**src/rtl/pc_gen_ras.sv**
```systemverilog
// Fetch PC generator with execute redirect, decode-stage jump prediction and a circular return-address stack.
// The RAS is built only when PC_GEN_RAS_EN is defined; otherwise it reads as permanently empty.
module pc_gen_ras #(
   parameter int unsigned       WIDTH        = 32,
   parameter logic [WIDTH-1:0]  RESET_VECTOR = '0,
   parameter int unsigned       RAS_DEPTH    = 4
) (
   input  logic             clk,
   input  logic             rst,
   input  logic             stall,
   input  logic             fetch_ready,
   input  logic             redirect,
   input  logic [WIDTH-1:0] redirect_target,
   input  logic             pred_jump,
   input  logic [WIDTH-1:0] pred_target,
   input  logic             ras_push,
   input  logic [WIDTH-1:0] ras_push_addr,
   input  logic             ras_pop,
   output logic [WIDTH-1:0] pc_out,
   output logic [WIDTH-1:0] pc_plus4,
   output logic             fetch_valid,
   output logic             ras_empty,
   output logic             ras_full
);

   generate
      if (WIDTH < 3) begin : g_bad_width
         $error("pc_gen_ras: WIDTH must be >= 3");
      end
      if ((RAS_DEPTH < 2) || ((RAS_DEPTH & (RAS_DEPTH - 1)) != 0)) begin : g_bad_depth
         $error("pc_gen_ras: RAS_DEPTH must be a power of two >= 2");
      end
   endgenerate

   logic [WIDTH-1:0] pc_q, pc_d;
   logic             fetch_valid_q;
   logic             ras_hit;
   logic [WIDTH-1:0] ras_top;

   // Decode-stage events only count when neither stalled nor flushed by execute.
   logic decode_ok;
   assign decode_ok = !redirect && !stall;

   assign pc_plus4 = pc_q + WIDTH'(4);

`ifdef PC_GEN_RAS_EN
   localparam int unsigned PTR_W = $clog2(RAS_DEPTH);
   localparam int unsigned CNT_W = $clog2(RAS_DEPTH + 1);
   localparam logic [CNT_W-1:0] CNT_FULL = CNT_W'(RAS_DEPTH);

   logic [PTR_W-1:0] top_q, top_d;
   logic [CNT_W-1:0] count_q, count_d;
   logic [WIDTH-1:0] entry_q [RAS_DEPTH];
   logic             do_push, do_pop;
   logic             wr_en;
   logic [PTR_W-1:0] wr_idx;

   assign do_push = decode_ok && ras_push;
   assign do_pop  = decode_ok && ras_pop && (count_q != '0);
   assign ras_hit = do_pop;
   assign ras_top = entry_q[top_q];

   always_comb begin
      top_d   = top_q;
      count_d = count_q;
      wr_en   = 1'b0;
      wr_idx  = top_q;
      if (do_push && do_pop) begin
         // Return immediately followed by a call: replace the top in place.
         wr_en = 1'b1;
      end else if (do_push) begin
         top_d  = top_q + PTR_W'(1);
         wr_idx = top_q + PTR_W'(1);
         wr_en  = 1'b1;
         if (count_q != CNT_FULL) begin
            count_d = count_q + CNT_W'(1);
         end
      end else if (do_pop) begin
         top_d   = top_q - PTR_W'(1);
         count_d = count_q - CNT_W'(1);
      end
   end

   always_ff @(posedge clk or posedge rst) begin
      if (rst) begin
         top_q   <= '0;
         count_q <= '0;
      end else begin
         top_q   <= top_d;
         count_q <= count_d;
      end
   end

   genvar gi;
   generate
      for (gi = 0; gi < RAS_DEPTH; gi++) begin : g_entry
         always_ff @(posedge clk or posedge rst) begin
            if (rst) begin
               entry_q[gi] <= '0;
            end else if (wr_en && (wr_idx == PTR_W'(gi))) begin
               entry_q[gi] <= ras_push_addr;
            end
         end
      end
   endgenerate

   assign ras_empty = (count_q == '0);
   assign ras_full  = (count_q == CNT_FULL);
`else
   logic unused_ras_inputs;
   assign unused_ras_inputs = ^{ras_push, ras_pop, ras_push_addr};
   assign ras_hit   = 1'b0;
   assign ras_top   = '0;
   assign ras_empty = 1'b1;
   assign ras_full  = 1'b0;
`endif

   always_comb begin
      pc_d = pc_q;
      if (redirect) begin
         pc_d = redirect_target;
      end else if (stall) begin
         pc_d = pc_q;
      end else if (ras_hit) begin
         pc_d = ras_top;
      end else if (pred_jump) begin
         pc_d = pred_target;
      end else if (!fetch_ready) begin
         pc_d = pc_q;
      end else begin
         pc_d = pc_plus4;
      end
   end

   always_ff @(posedge clk or posedge rst) begin
      if (rst) begin
         pc_q          <= RESET_VECTOR;
         fetch_valid_q <= 1'b0;
      end else begin
         pc_q          <= pc_d;
         fetch_valid_q <= 1'b1;
      end
   end

   assign pc_out      = pc_q;
   assign fetch_valid = fetch_valid_q;

endmodule

```
**config.mk**
```make
export PLATFORM = sky130hd
export DESIGN_NAME = pc_gen_ras
export DESIGN_NICKNAME = d
export VERILOG_FILES = /design/src/rtl/pc_gen_ras.sv
export SDC_FILE = /design/constraint.sdc
export NUM_CORES = 1
export LEC_CHECK = 0
export BUFFER_PORTS_ARGS = -buffer_cell sky130_fd_sc_hd__buf_2
export CAP_MARGIN = 20
export CELL_PAD_IN_SITES_DETAIL_PLACEMENT = 0
export CELL_PAD_IN_SITES_GLOBAL_PLACEMENT = 1
export CORE_MARGIN = 3
export CORE_UTILIZATION = 31
export DETAILED_ROUTE_END_ITERATION = 6
export PLACE_DENSITY_LB_ADDON = 0.1
export SLEW_MARGIN = 20
export SYNTH_ARGS = -nofsm -noshare
export SYNTH_HDL_FRONTEND = slang
export SYNTH_SLANG_ARGS = --single-unit
export TNS_END_PERCENT = 100
```
**constraint.sdc**
```tcl
create_clock -name clk -period 3.1 [get_ports clk]
set_clock_uncertainty 0.05 [all_clocks]
set_input_delay 0.31 -clock clk [delete_from_list [all_inputs] [get_ports clk]]
set_output_delay 0.31 -clock clk [all_outputs]
set_load 0.1 [all_outputs]
```
### After elaboration in Yosys (flattened, before gate mapping)

Cells that the tools add are included.

* bits in writable memories: 0
* memories kept: 0
* latch bits: 0
* memory bits (read-only): 0
* bits of input ports: 104
* logic and storage cells: 10
* flip-flop bits (word level): 33
* output and inout bits: 67

* reduce and logical (&&, ||, !) cells: 2
* shift operators: 0
* eq/ne operators: 1
* $mul: 0
* mux-type cells: 4
* divide/modulo/power cells: 0
* bitwise logic cells: 0
* add/sub/neg operators: 1
* $lt $le $gt $ge: 0

Operators with widths (count)
* 32-bit two-way mux: 4
* 32-bit by 3-bit adder with 32-bit output (second input constant): 1
* 3-bit nonzero test: 1
* 2-bit by 1-bit inequality test with 1-bit output (second input constant): 1
* 2-bit AND reduction: 1

### Longest topological paths before layout

* depth after elaboration: 5
* mapped depth: 7
* mapped depth without buffers: 6

### Worst setup path before layout

Ideal clock, no wire load.

* path kind: register to output
* start: register pc_q[7], in the netlist pc_out[7]
* end: output pc_plus4[31]
* data required time: 2.740 ns
* cell stages (with the launch flop): 7
* path slack: -1.201 ns
* arrival: 3.941 ns
* buffers on the path: 1
* cells stage by stage: dfrtp_1 nand3_1 or4_4 buf_6 nor3_4 nand3_1 xnor2_1

* cells in the longest elaborated chain, start to end: 1

RTL lines
* start, declared: RTL line 35 `logic [WIDTH-1:0] pc_q, pc_d;`
* start signal, assigned: RTL line 140 `pc_q <= pc_d;`
* 32-bit by 3-bit adder with 32-bit output: RTL line 44 `assign pc_plus4 = pc_q + WIDTH'(4);`
* end, declared: RTL line 20 `output logic [WIDTH-1:0] pc_plus4,`

Every way passes these cells.

### Worst setup path after layout

* start: register pc_q[2], in the netlist pc_out[2]
* end: output pc_plus4[28]

Same word-level chain as after synthesis.

==> parameters.txt <==
Parameter                              Value

Hold path
  Hold WC Path Type ... input port to asynchronous set/reset pin

Route
  Average wire length per cell after detail routing ... 16.3 microns
  Drt drc ... 0
  Number of DRC markers in iteration 0 ... 168
  1st-pass router iterations ... 5
  Number of routed nets with antenna violations ... 0
  Via density per instance ... 5.26
  Overall routed net length ... 8.88 mm
  Via Count ... 2,861

STA
  Max Transition Viols Final ... 0
  Final hold violation count ... 0
  Slew @ Worst Pin ... 834 ps
  Minimum clock period after layout ... 2980 ps
  Fmax ... 336 MHz
  Slack of the critical path ... 123 ps
  Final period utilization ... 96.0%
  Setup Viol. Count Final ... 0
  Unrepaired setup endpoints after global routing ... false
  Worst slew margin relative to its limit ... 44.4%

GRT
  Wire length of the first global-routing pass ... 14.7 mm
  Vias in the first global route ... 2,821
  Pin count of the biggest net entering global routing ... 39
  Initial antenna violation count ... 0
  GRT Total Usage ... 18.7%
  Aggregate global routing overflow ... 0

Synth
  Flip-flop and latch count after synthesis ... 33
  Area of the mapped netlist ... 2560 sq um
  Yosys Warn Count ... 0
  Proportion of synthesized flip-flops having asynchronous set or reset ... 100%
  Top FF cell, synth ... dfrtp_1
  Cell count after synthesis ... 312
  Count of distinct cell types in the synthesized netlist ... 54
  Number of flops mapped to enable cells by yosys ... 0
  Average instance area after synthesis ... 8.21 sq um
  Part of the Yosys area used for sequential elements ... 32.2%

Clock network
  Inserted Clock Buffers ... 5
  Reg clk slew, reported paths ... 80 ps
  Clock insertion delay at the later pin of the skew report ... 290 ps
  Clock tree from TritonCTS ... done
  Number of post-CTS setup repair buffers ... 0
  Clock net sink count ... 33
  Root buffer cell ... clkbuf_8
  Maximum level of the CTS H-tree ... 2
  Clock buffer depth ... 2

Finish
  Layout cells sized above 1 ... 46.8%
  Leading cell types in the layout, fill and taps excluded ... buf_2, nor2_1, o21ai_0
  P&R area growth vs syn ... 52.0%
  Total Nets Final ... 546
  Commonest non-fill, non-tap cell in the layout ... buf_2
  Count of antenna diodes in the layout ... 0

Floorplan
  Width of the die ... 96.9 microns
  Number of rows created at floorplan ... 32
  Core region area ... 7890 sq um
  Initial standard-cell utilization of the core ... 32.5%
  Floorplan die height ... 96.9 microns
  Count of boundary I/O pins ... 171
  Total die area ... 9390 sq um

Placed design
  Post-detail-place hpwl ... 6.75 mm
  Port Buffer Count ... 134
  RD Place Congestion ... 0.746
  Setup slack at placement ... 351 ps

Setup path
  CP max stage delay ... 580 ps
  Path type of the worst setup path ... flop to primary output
  Worst setup EP type ... primary output
  Reg2reg start ... pc_out[2]
  Crit path from ... pc_out[2]
  Critical path arrival ... 2620 ps
  Highest-delay cell along the critical path ... or3_1
  Startpoint type of the worst setup path ... flop
  Endpoint of the lowest-slack register-to-register path ... pc_out[24]
  Cell-by-cell trace of the critical path ... ha_1 -> nand4_1 -> or3_1 -> nor4_2 -> buf_4 -> xor2_4 -> buf_12
  Worst Setup EP ... pc_plus4[28]
  Worst R2R Setup Slack ... 640 ps
  Largest fanout on the critical path ... 7
  Worst R2R Path Depth ... 6
  CP Data Required Time ... 2740 ps

Pwr
  Peak supply drop ... 0.374 mV
  LEAKAGE ... 0.00183 uW
  Total power ... 2290 uW
  Power density over the cells ... 589 nW/um^2

Run
  MaxCap Viol Count ... 0

Outcome
  Run status ... finished clean
[where the power goes]
group / total (uW) / switching [uW] / internal, uW
clock network: 370 / 169 / 201
logic: 1320 / 1040 / 277
registers: 609 / 118 / 490
total: 2290 / 1330 / 968
[registers in the layout (all words and copies together) (netlist names)]
register,count
pc_out,32
fetch_valid,1
[through the flow]
stage	cells	TNS [ps]	instance area, sq um	utilization [%]	hold WS [ps]
3_3_place_gp	535	0	3740	47.5	469
2_1_floorplan	313	-249	2880	-	381
4_1_cts	544	0	3870	49.1	67.0
6_report	544	0	3890	49.3	41.5
5_1_grt	544	0	3890	49.3	83.6
3_5_place_dp	536	0	3770	47.8	375
[timing repair]
action,in CTS,in global routing
hold endpoints to repair,0,0
hold buffers,0,0
resized for setup,0,4
setup endpoints to repair,0,3
[logic make-up (layout without fill, tap and decap cells)]
kind of cell	after synthesis	after routing	share of synthesized area, %
AOI/OAI and AO/OA	97	97	26.4
xor gates and xnor gates	28	28	9.57
adders and majority gates	1	1	0.488
buffers and inverters	38	167	6.55
DFF	33	33	32.2
muxes	5	5	1.95
other	2	3	0.293
and+or+nand+nor	108	108	22.5
[synth_stat cells, types with 2 or more instances]
library cell	number	area share (%)
a211o_1	2	0.68
a21o_1	2	0.59
a21oi_1	18	3.5
a221o_1	2	0.78
a221oi_1	2	0.68
a222oi_1	11	4.3
a22o_1	3	1.0
a22oi_1	6	1.8
and3_1	4	0.98
and4_1	3	1.0
buf_1	5	0.73
buf_2	2	0.39
buf_4	4	1.2
clkbuf_1	15	2.2
conb_1	2	0.29
dfrtp_1	33	32
inv_1	11	1.6
mux2i_1	5	2.0
nand2_1	23	3.4
nand2b_1	4	0.98
nand3_1	7	1.4
nand4_1	3	0.73
nor2_1	34	5.0
nor2b_1	3	0.73
nor3_1	7	1.4
nor3_2	2	0.78
nor4_1	3	0.73
nor4_2	2	0.98
o21ai_0	27	5.3
o22ai_1	2	0.49
o2bb2ai_1	13	4.4
or2_2	2	0.49
or3_1	2	0.49
or4_1	2	0.59
xnor2_1	10	3.4
xor2_1	18	6.2
[per-layer routing]
metal	up-vias	track usage, %	part of all wire [%]
li1	1395	-	-
met1	1355	24.6	44
met2	107	31.6	48
met3	4	4.11	7.2
met4	0	3.56	0.64
met5	-	0	0
[area by class of cell]
type / instances / area, sq um
inverter: 11 / 41.3
sequential: 33 / 853
clock inverter: 1 / 5.00
clock buffer: 7 / 96.3
timing repair buffer: 148 / 891
multi-input combinational: 242 / 1880
fill: 791 / 4000
tap: 102 / 128
[how the worst min path moves through the flow]
stage	from	endpoint	slack, ps	cells past startpoint
finish	rst	pc_out[12]	40	2
global route	rst	pc_out[12]	80	2
CTS	rst	pc_out[12]	70	2
detailed placement	rst	fetch_valid	380	2
global placement	redirect_target[1]	pc_out[1]	470	3
floorplan	redirect_target[0]	pc_out[0]	380	2
[critical path: cells and delay by family (launching register included)]
kind | cells | cell delay (ps)
simple gates | 3 | 1080
flops | 1 | 460
buf+inv | 2 | 380
xor+xnor | 1 | 170
fa+ha+maj | 1 | 230
(Power assumes the default switching activity.)
